[config.mk]
export PLATFORM = sky130hd
export DESIGN_NAME = spi_crypto_slave
export DESIGN_NICKNAME = d
export VERILOG_FILES = /design/src/rtl/spi_crypto_pkg.sv /design/src/rtl/spi_sync_edge.sv /design/src/rtl/spi_crypto_slave.sv
export SDC_FILE = /design/constraint.sdc
export NUM_CORES = 1
export LEC_CHECK = 0
export ABC_AREA = 1
export BUFFER_PORTS_ARGS = -buffer_cell sky130_fd_sc_hd__buf_2
export CAP_MARGIN = 0
export CORE_MARGIN = 3
export CORE_UTILIZATION = 56
export CTS_BUF_LIST = sky130_fd_sc_hd__clkbuf_8 sky130_fd_sc_hd__clkbuf_16
export DETAILED_ROUTE_END_ITERATION = 8
export PLACE_DENSITY = 0.81
export SETUP_SLACK_MARGIN = 0.02
export SLEW_MARGIN = 30
export SYNTH_ARGS = -nofsm -noshare
export SYNTH_HDL_FRONTEND = slang
export SYNTH_SLANG_ARGS = --single-unit
[constraint.sdc]
create_clock -name clk -period 2.2 [get_ports clk]
set_input_delay 0.11 -clock clk [delete_from_list [all_inputs] [get_ports clk]]
set_output_delay 0.11 -clock clk [all_outputs]
set_load 0.02 [all_outputs]
[src/rtl/spi_crypto_pkg.sv]
// rtl/spi_crypto_pkg.sv - shared states, key-length codes and header layout for the SPI crypto slave
package spi_crypto_pkg;

    typedef enum logic [3:0] {
        ST_IDLE,
        ST_HDR,
        ST_DATA,
        ST_KEY,
        ST_START,
        ST_WAIT,
        ST_SEND,
        ST_ERROR,
        ST_DRAIN
    } state_t;

    localparam logic [1:0] NK4    = 2'b00;
    localparam logic [1:0] NK6    = 2'b01;
    localparam logic [1:0] NK8    = 2'b10;
    localparam logic [1:0] NK_BAD = 2'b11;

    localparam int KEY_BITS_NK4 = 128;
    localparam int KEY_BITS_NK6 = 192;
    localparam int KEY_BITS_NK8 = 256;

    localparam int HDR_W       = 8;
    localparam int HDR_ENC_BIT = 7;
    localparam int HDR_NK_LSB  = 5;
    // Only the leading header bits down to the Nk field carry meaning.
    localparam int HDR_KEEP    = HDR_W - HDR_NK_LSB;

    function automatic int key_bits(input logic [1:0] nk);
        case (nk)
            NK6:     return KEY_BITS_NK6;
            NK8:     return KEY_BITS_NK8;
            default: return KEY_BITS_NK4;
        endcase
    endfunction

endpackage

[src/rtl/spi_sync_edge.sv]
// rtl/spi_sync_edge.sv - multi-stage synchroniser with rising/falling edge pulses
module spi_sync_edge #(
    parameter int   SYNC_STAGES = 2,
    parameter logic RESET_VAL   = 1'b1
) (
    input  logic clk,
    input  logic rst,
    input  logic i_async,
    output logic o_rise,
    output logic o_fall
);

    logic [SYNC_STAGES-1:0] r_sync;
    logic                   r_prev;
    logic                   w_level;

    always_ff @(posedge clk) begin
        if (!rst) begin
            r_sync <= {SYNC_STAGES{RESET_VAL}};
            r_prev <= RESET_VAL;
        end else begin
            r_sync <= SYNC_STAGES'({r_sync, i_async});
            r_prev <= w_level;
        end
    end

    assign w_level = r_sync[SYNC_STAGES-1];
    assign o_rise  = w_level & ~r_prev;
    assign o_fall  = ~w_level & r_prev;

endmodule

[src/rtl/spi_crypto_slave.sv]
// rtl/spi_crypto_slave.sv - SPI mode-0 slave that frames a cipher request and returns the core result
module spi_crypto_slave
    import spi_crypto_pkg::*;
#(
    parameter int BLOCK_W     = 128,
    parameter int KEY_MAX_W   = 256,
    parameter int SYNC_STAGES = 2
) (
    input  logic                 clk,
    input  logic                 rst,
    input  logic                 sclk,
    input  logic                 cs_n,
    input  logic                 mosi,
    output logic                 miso,
    output logic                 miso_oe,
    output logic                 core_start,
    output logic                 core_enc,
    output logic [1:0]           core_nk,
    output logic [BLOCK_W-1:0]   core_data,
    output logic [KEY_MAX_W-1:0] core_key,
    input  logic                 core_done,
    input  logic [BLOCK_W-1:0]   core_result,
    output logic                 busy,
    output logic                 err
);

    logic w_sclk_rise, w_sclk_fall, w_cs_rise, w_cs_fall, w_mosi;
    logic [KEY_MAX_W-1:0] w_key_next;

    state_t                 r_state;
    logic [8:0]             r_cnt;
    logic [HDR_KEEP-1:0]    r_hdr;
    logic [SYNC_STAGES-1:0] r_mosi_sync;
    logic [BLOCK_W:0]       r_tx;
    logic [BLOCK_W-1:0]     r_data;
    logic [KEY_MAX_W-1:0]   r_key;
    logic                   r_miso, r_oe, r_start, r_enc, r_busy, r_err;
    logic [1:0]             r_nk;

    spi_sync_edge #(.SYNC_STAGES(SYNC_STAGES), .RESET_VAL(1'b1)) u_sclk_sync (
        .clk(clk), .rst(rst), .i_async(sclk), .o_rise(w_sclk_rise), .o_fall(w_sclk_fall)
    );

    spi_sync_edge #(.SYNC_STAGES(SYNC_STAGES), .RESET_VAL(1'b1)) u_cs_sync (
        .clk(clk), .rst(rst), .i_async(cs_n), .o_rise(w_cs_rise), .o_fall(w_cs_fall)
    );

    // Same depth as the sclk path so mosi is sampled exactly with the detected edge.
    assign w_mosi     = r_mosi_sync[SYNC_STAGES-1];
    assign w_key_next = {r_key[KEY_MAX_W-2:0], w_mosi};

    always_ff @(posedge clk) begin
        if (!rst) begin
            r_state     <= ST_IDLE;
            r_cnt       <= '0;
            r_hdr       <= '0;
            r_mosi_sync <= '0;
            r_tx        <= '0;
            r_data      <= '0;
            r_key       <= '0;
            r_miso      <= 1'b0;
            r_oe        <= 1'b0;
            r_start     <= 1'b0;
            r_enc       <= 1'b0;
            r_nk        <= NK4;
            r_busy      <= 1'b0;
            r_err       <= 1'b0;
        end else begin
            r_mosi_sync <= SYNC_STAGES'({r_mosi_sync, mosi});
            r_start     <= 1'b0;
            if (w_cs_fall)
                r_oe <= 1'b1;
            else if (w_cs_rise)
                r_oe <= 1'b0;

            case (r_state)
                ST_IDLE: if (w_cs_fall) begin
                    r_state <= ST_HDR;
                    r_cnt   <= '0;
                    r_err   <= 1'b0;
                    r_busy  <= 1'b1;
                    r_miso  <= 1'b0;
                end
                ST_HDR: if (w_cs_rise) begin
                    r_state <= ST_IDLE;
                    r_busy  <= 1'b0;
                end else if (w_sclk_rise) begin
                    if (r_cnt < 9'(HDR_KEEP))
                        r_hdr <= {r_hdr[HDR_KEEP-2:0], w_mosi};
                    r_cnt <= r_cnt + 9'd1;
                    if (r_cnt == 9'(HDR_W - 1)) begin
                        r_cnt <= '0;
                        if (r_hdr[1:0] == NK_BAD) begin
                            r_state <= ST_ERROR;
                            r_err   <= 1'b1;
                        end else begin
                            r_state <= ST_DATA;
                            r_enc   <= r_hdr[HDR_KEEP-1];
                            r_nk    <= r_hdr[1:0];
                        end
                    end
                end
                ST_DATA: if (w_cs_rise) begin
                    r_state <= ST_IDLE;
                    r_busy  <= 1'b0;
                end else if (w_sclk_rise) begin
                    r_data <= {r_data[BLOCK_W-2:0], w_mosi};
                    r_cnt  <= r_cnt + 9'd1;
                    if (r_cnt == 9'(BLOCK_W - 1)) begin
                        r_cnt   <= '0;
                        r_state <= ST_KEY;
                    end
                end
                ST_KEY: if (w_cs_rise) begin
                    r_state <= ST_IDLE;
                    r_busy  <= 1'b0;
                end else if (w_sclk_rise) begin
                    r_key <= w_key_next;
                    r_cnt <= r_cnt + 9'd1;
                    if (r_cnt == 9'(key_bits(r_nk) - 1)) begin
                        // Left-justify short keys so unused LSBs read as zero.
                        r_key   <= w_key_next << (KEY_MAX_W - key_bits(r_nk));
                        r_cnt   <= '0;
                        r_state <= ST_START;
                    end
                end
                ST_START: begin
                    r_start <= 1'b1;
                    r_state <= ST_WAIT;
                end
                ST_WAIT: if (core_done) begin
                    r_tx    <= {1'b1, core_result};
                    r_state <= w_cs_rise ? ST_IDLE : ST_SEND;
                    r_busy  <= ~w_cs_rise;
                end else if (w_cs_rise) begin
                    r_state <= ST_DRAIN;
                end else if (w_sclk_fall) begin
                    r_miso <= 1'b0;
                end
                ST_SEND: if (w_cs_rise) begin
                    r_state <= ST_IDLE;
                    r_busy  <= 1'b0;
                    r_miso  <= 1'b0;
                end else if (w_sclk_fall) begin
                    r_miso <= r_tx[BLOCK_W];
                    r_tx   <= {r_tx[BLOCK_W-1:0], 1'b0};
                end
                ST_ERROR: if (w_cs_rise) begin
                    r_state <= ST_IDLE;
                    r_busy  <= 1'b0;
                end else if (w_sclk_fall) begin
                    r_miso <= 1'b0;
                end
                ST_DRAIN: if (core_done) begin
                    r_state <= ST_IDLE;
                    r_busy  <= 1'b0;
                end
                default: r_state <= ST_IDLE;
            endcase
        end
    end

    assign miso       = r_miso;
    assign miso_oe    = r_oe;
    assign core_start = r_start;
    assign core_enc   = r_enc;
    assign core_nk    = r_nk;
    assign core_data  = r_data;
    assign core_key   = r_key;
    assign busy       = r_busy;
    assign err        = r_err;

endmodule
==> results.md <==
* Outcome: finished, final reports clean
* Worst vdd ir at 647.3 uV
* Req. time, crit path at 2.70 ns
* Min-delay src: sclk
* CTS tree: built
* Worst setup margin at roughly 0.13 ns
* HPWL after DPL at 54.35 mm
* Nets@finish at 4437
* Clock slew at reported path FFs at 0.06 ns
* IO buf count at ~530
* Mapped Nets at 3961
* # setup viols final at 0
* Power Dens Cells at 676.3 nW/um^2
* Maximum clock rate at approximately 0.48 GHz
* FF/Latch Area at 10910 um^2
* Final hold violation count at 0
* Dpl cells at 4698
* Die W at roughly 220 um
* Synth Instances at 3822
* # IOs at 526
* Skew final at roughly 0.023 ns
* Die ar. at 49260 um^2
* First-pass GRT wire length at 144.7 mm
* Rel. slew slack at 49.52%
* Slowest cell on crit path: dfxtp_1
* Worst setup slack after placement at 0.01837 ns
* Fillers at about 3600
* CP max FO at 25
* Detail Route Antenna Nets at 0
* Worst setup path category: flop to flop
* XOR/XNOR share of the synthesized area at 0.1342%
* Clk buf depth at 3
* Main combinational cell family by area after synthesis: compound AO/OA/AOI/OAI gates
* Worst Setup SP: core_nk[0]
* Worst-Margin Slew at 0.7571 ns
* Share of cells above drive strength 1 at between 10% and 20%
* RR Startpoint: core_nk[0]
* Leakage power at 15.66 nW
* Minimum clock period at 2.066 ns
* Syn Area/Cell at 6.833 um^2
* Initial antenna violation count at 4
* Max-cap violations at 0
* Synth Area in Adders at 0.2396%
* Yosys reg bits at 545
* Synth-to-Final Area Change at 24.72%
* Row count at 78
* Pre-Repair DR Iteration Count at 7
* RSZ-0062 raised after global routing: yes
* Post-synthesis sequential area ratio at roughly two fifths
* Post-Synth Simple-Gate Area at 16.78%
* Count of unique library cells instantiated by Yosys at 34
* Total Routing Usage GR at about a third
* WL final at 91.48 mm
* Die height at between 200 and 250 um
* Num CTS Buffers at 56
* Multi-input gate area at 12420 um^2
* DRT iter0 DRCs at 3616
* Crit path capture type: flop
* CTS H-tree depth at 2
* Compound-cell area share of the yosys netlist at between 30 and 40%
* Vias at 29170
* Largest net degree at the start of global routing at 131
* Drt drc at 0
* CTS root buffer: clkbuf_16
* Period utilization at 93.89%
* Drt wl/cell at 18.51 um
* Vias in the first global route at ~27000
* Crit path launch type: flop
* CP Cell Sequence: inv_1 > ha_4 > buf_6 > nor2_4 > buf_12 > clkbuf_16 > o21ai_0 > a21oi_1 > a21oi_1 > o21ai_1 > inv_1
* Core area at between 40000 and 50000 um^2
* Worst path max stage delay at 0.32 ns
* Final-report max-slew violation count at 0
* Mapped Area at ~26000 um^2
* R2R Setup Slk at 0.13 ns
* Worst-Skew Late Latency at around 0.62 ns
* Starting density of the core at 57.18%
* # clock sinks at 545
* Gr ovfl total at 0
* Yosys warnings at 0
* Routed vias/inst at between 5 and 6
* Gpl congestion at about 0.93
* Mux contribution to synthesized area at 0%
* Hold Path Class: input pin to flop
* Critical Path AT at 2.56 ns
* Cell Count, Final, Fillers Out at 4941
## worst max-delay path, delay by kind of cell, from the launching register on
family,cells,cell delay (ns)
and+or+nand+nor,1,0.24
buffers and inverters,5,0.65
adders and majority gates,1,0.26
DFF,1,0.32
AOI/OAI and AO/OA,4,0.48
## registers in the layout, summed over array words and instances (netlist names)
register and cells:
busy 1, core_data 128, core_enc 1, core_key 256
core_nk 2, core_start 1, err 1, miso 1
miso_oe 1, r_cnt 9, r_hdr 3, r_mosi_sync 2
r_state 4, r_tx 129, u_cs_sync.r_prev 1, u_cs_sync.r_sync 2
u_sclk_sync.r_prev 1, u_sclk_sync.r_sync 2
## report_power, final
| group | switching, mW | total (mW) | internal (mW) |
|---|---|---|---|
| registers | 0.206 | 10.3 | 10.1 |
| clock network | 4.07 | 9.44 | 5.37 |
| logic | 1.42 | 2.24 | 0.825 |
## layout make-up
| type | count | area share (%) |
|---|---|---|
| sequential | 545 | 33.50 |
| multi-input combinational | 2568 | 38.14 |
| timing repair buffer | 752 | 16.12 |
| clock inverter | 30 | 0.7261 |
| inverter | 375 | 4.379 |
| clock buffer | 68 | 4.810 |
| tap | 600 | 2.305 |
| antenna | 3 | 0.02305 |
## routing by layer
layer / routed length (um) / up-vias / track usage [%]
met1: 35140 / 13300 / 44.13
met5: 13 / - / 0
li1: - / 13750 / -
met4: 5130 / 2 / 18.97
met2: 41070 / 1743 / 54.74
met3: 10130 / 376 / 10.10
## cell families (layout without fill, tap and decap cells)
family / Yosys count / after routing
xor gates and xnor gates: 4 / 4
AOI/OAI and AO/OA: 1509 / 1509
and+or+nand+nor: 1049 / 1050
DFF: 545 / 545
adders and majority gates: 5 / 5
other: 0 / 3
buffers and inverters: 710 / 1225
## placed cells by master, fill, tap and decap left out, drive strengths merged, types with 4 or more instances in the layout
master,Yosys,routed
nand3,154,154
o211ai,10,10
clkinv,0,13
nand2,510,511
nor3,10,10
inv,375,387
ha,5,5
nor2,300,300
dfxtp,545,545
buf,117,617
xor2,4,4
dlygate4sd3,0,134
o22ai,65,65
o21ai,716,716
or2,65,65
clkbuf,218,69
a21oi,585,585
a31oi,127,127
nand4,9,9
## synthesized netlist by cell type (all sizes together)
| master | n | area, um^2 |
|---|---|---|
| nor2 | 300 | 1146 |
| o31ai | 1 | 7.510 |
| o2111ai | 2 | 17.52 |
| buf | 117 | 646.9 |
| o211ai | 10 | 75.07 |
| a31oi | 127 | 794.5 |
| clkbuf | 218 | 819.5 |
| inv | 375 | 1413 |
| or2 | 65 | 406.6 |
| nand2 | 510 | 1922 |
| nand3b | 1 | 7.510 |
| o21ai | 716 | 3583 |
| a21oi | 585 | 2928 |
| o22ai | 65 | 406.6 |
| dfxtp | 545 | 10910 |
| nand3 | 154 | 783.3 |
| nor3 | 10 | 61.31 |
| a211oi | 3 | 32.53 |
| ha | 5 | 62.56 |
| nand4 | 9 | 56.30 |
| xor2 | 4 | 35.03 |
## stage by stage
step	hold WS, ns	TNS, ns	util, %	power [mW]	cell area, um^2
after detailed placement	0.2994	0	64.07	12.48	29260
after CTS	0.1975	0	70.96	21.96	32410
after floorplan	0.2076	0	-	11.84	26120
after global placement	0.2976	0	64.07	12.46	29260
after global routing	0.2244	-0.01343	71.31	22.74	32570
final	0.2308	0	71.31	22.03	32570
## final timing paths
check | to | depth (start not counted)
worst max-delay path | core_key[148] | 11
worst min register to register | u_cs_sync.r_sync[1] | 1
worst max register to register | core_key[148] | 11
worst min-delay path | u_sclk_sync.r_sync[0] | 3
## repair_timing
item	in CTS	in global routing
buffers inserted	0	6
resized for setup	1	13
hold buffers	134	0
pin swaps	0	7
hold endpoints to repair	145	0
cloned	0	2
setup endpoints to repair	23	265
(Power assumes the default switching activity.)
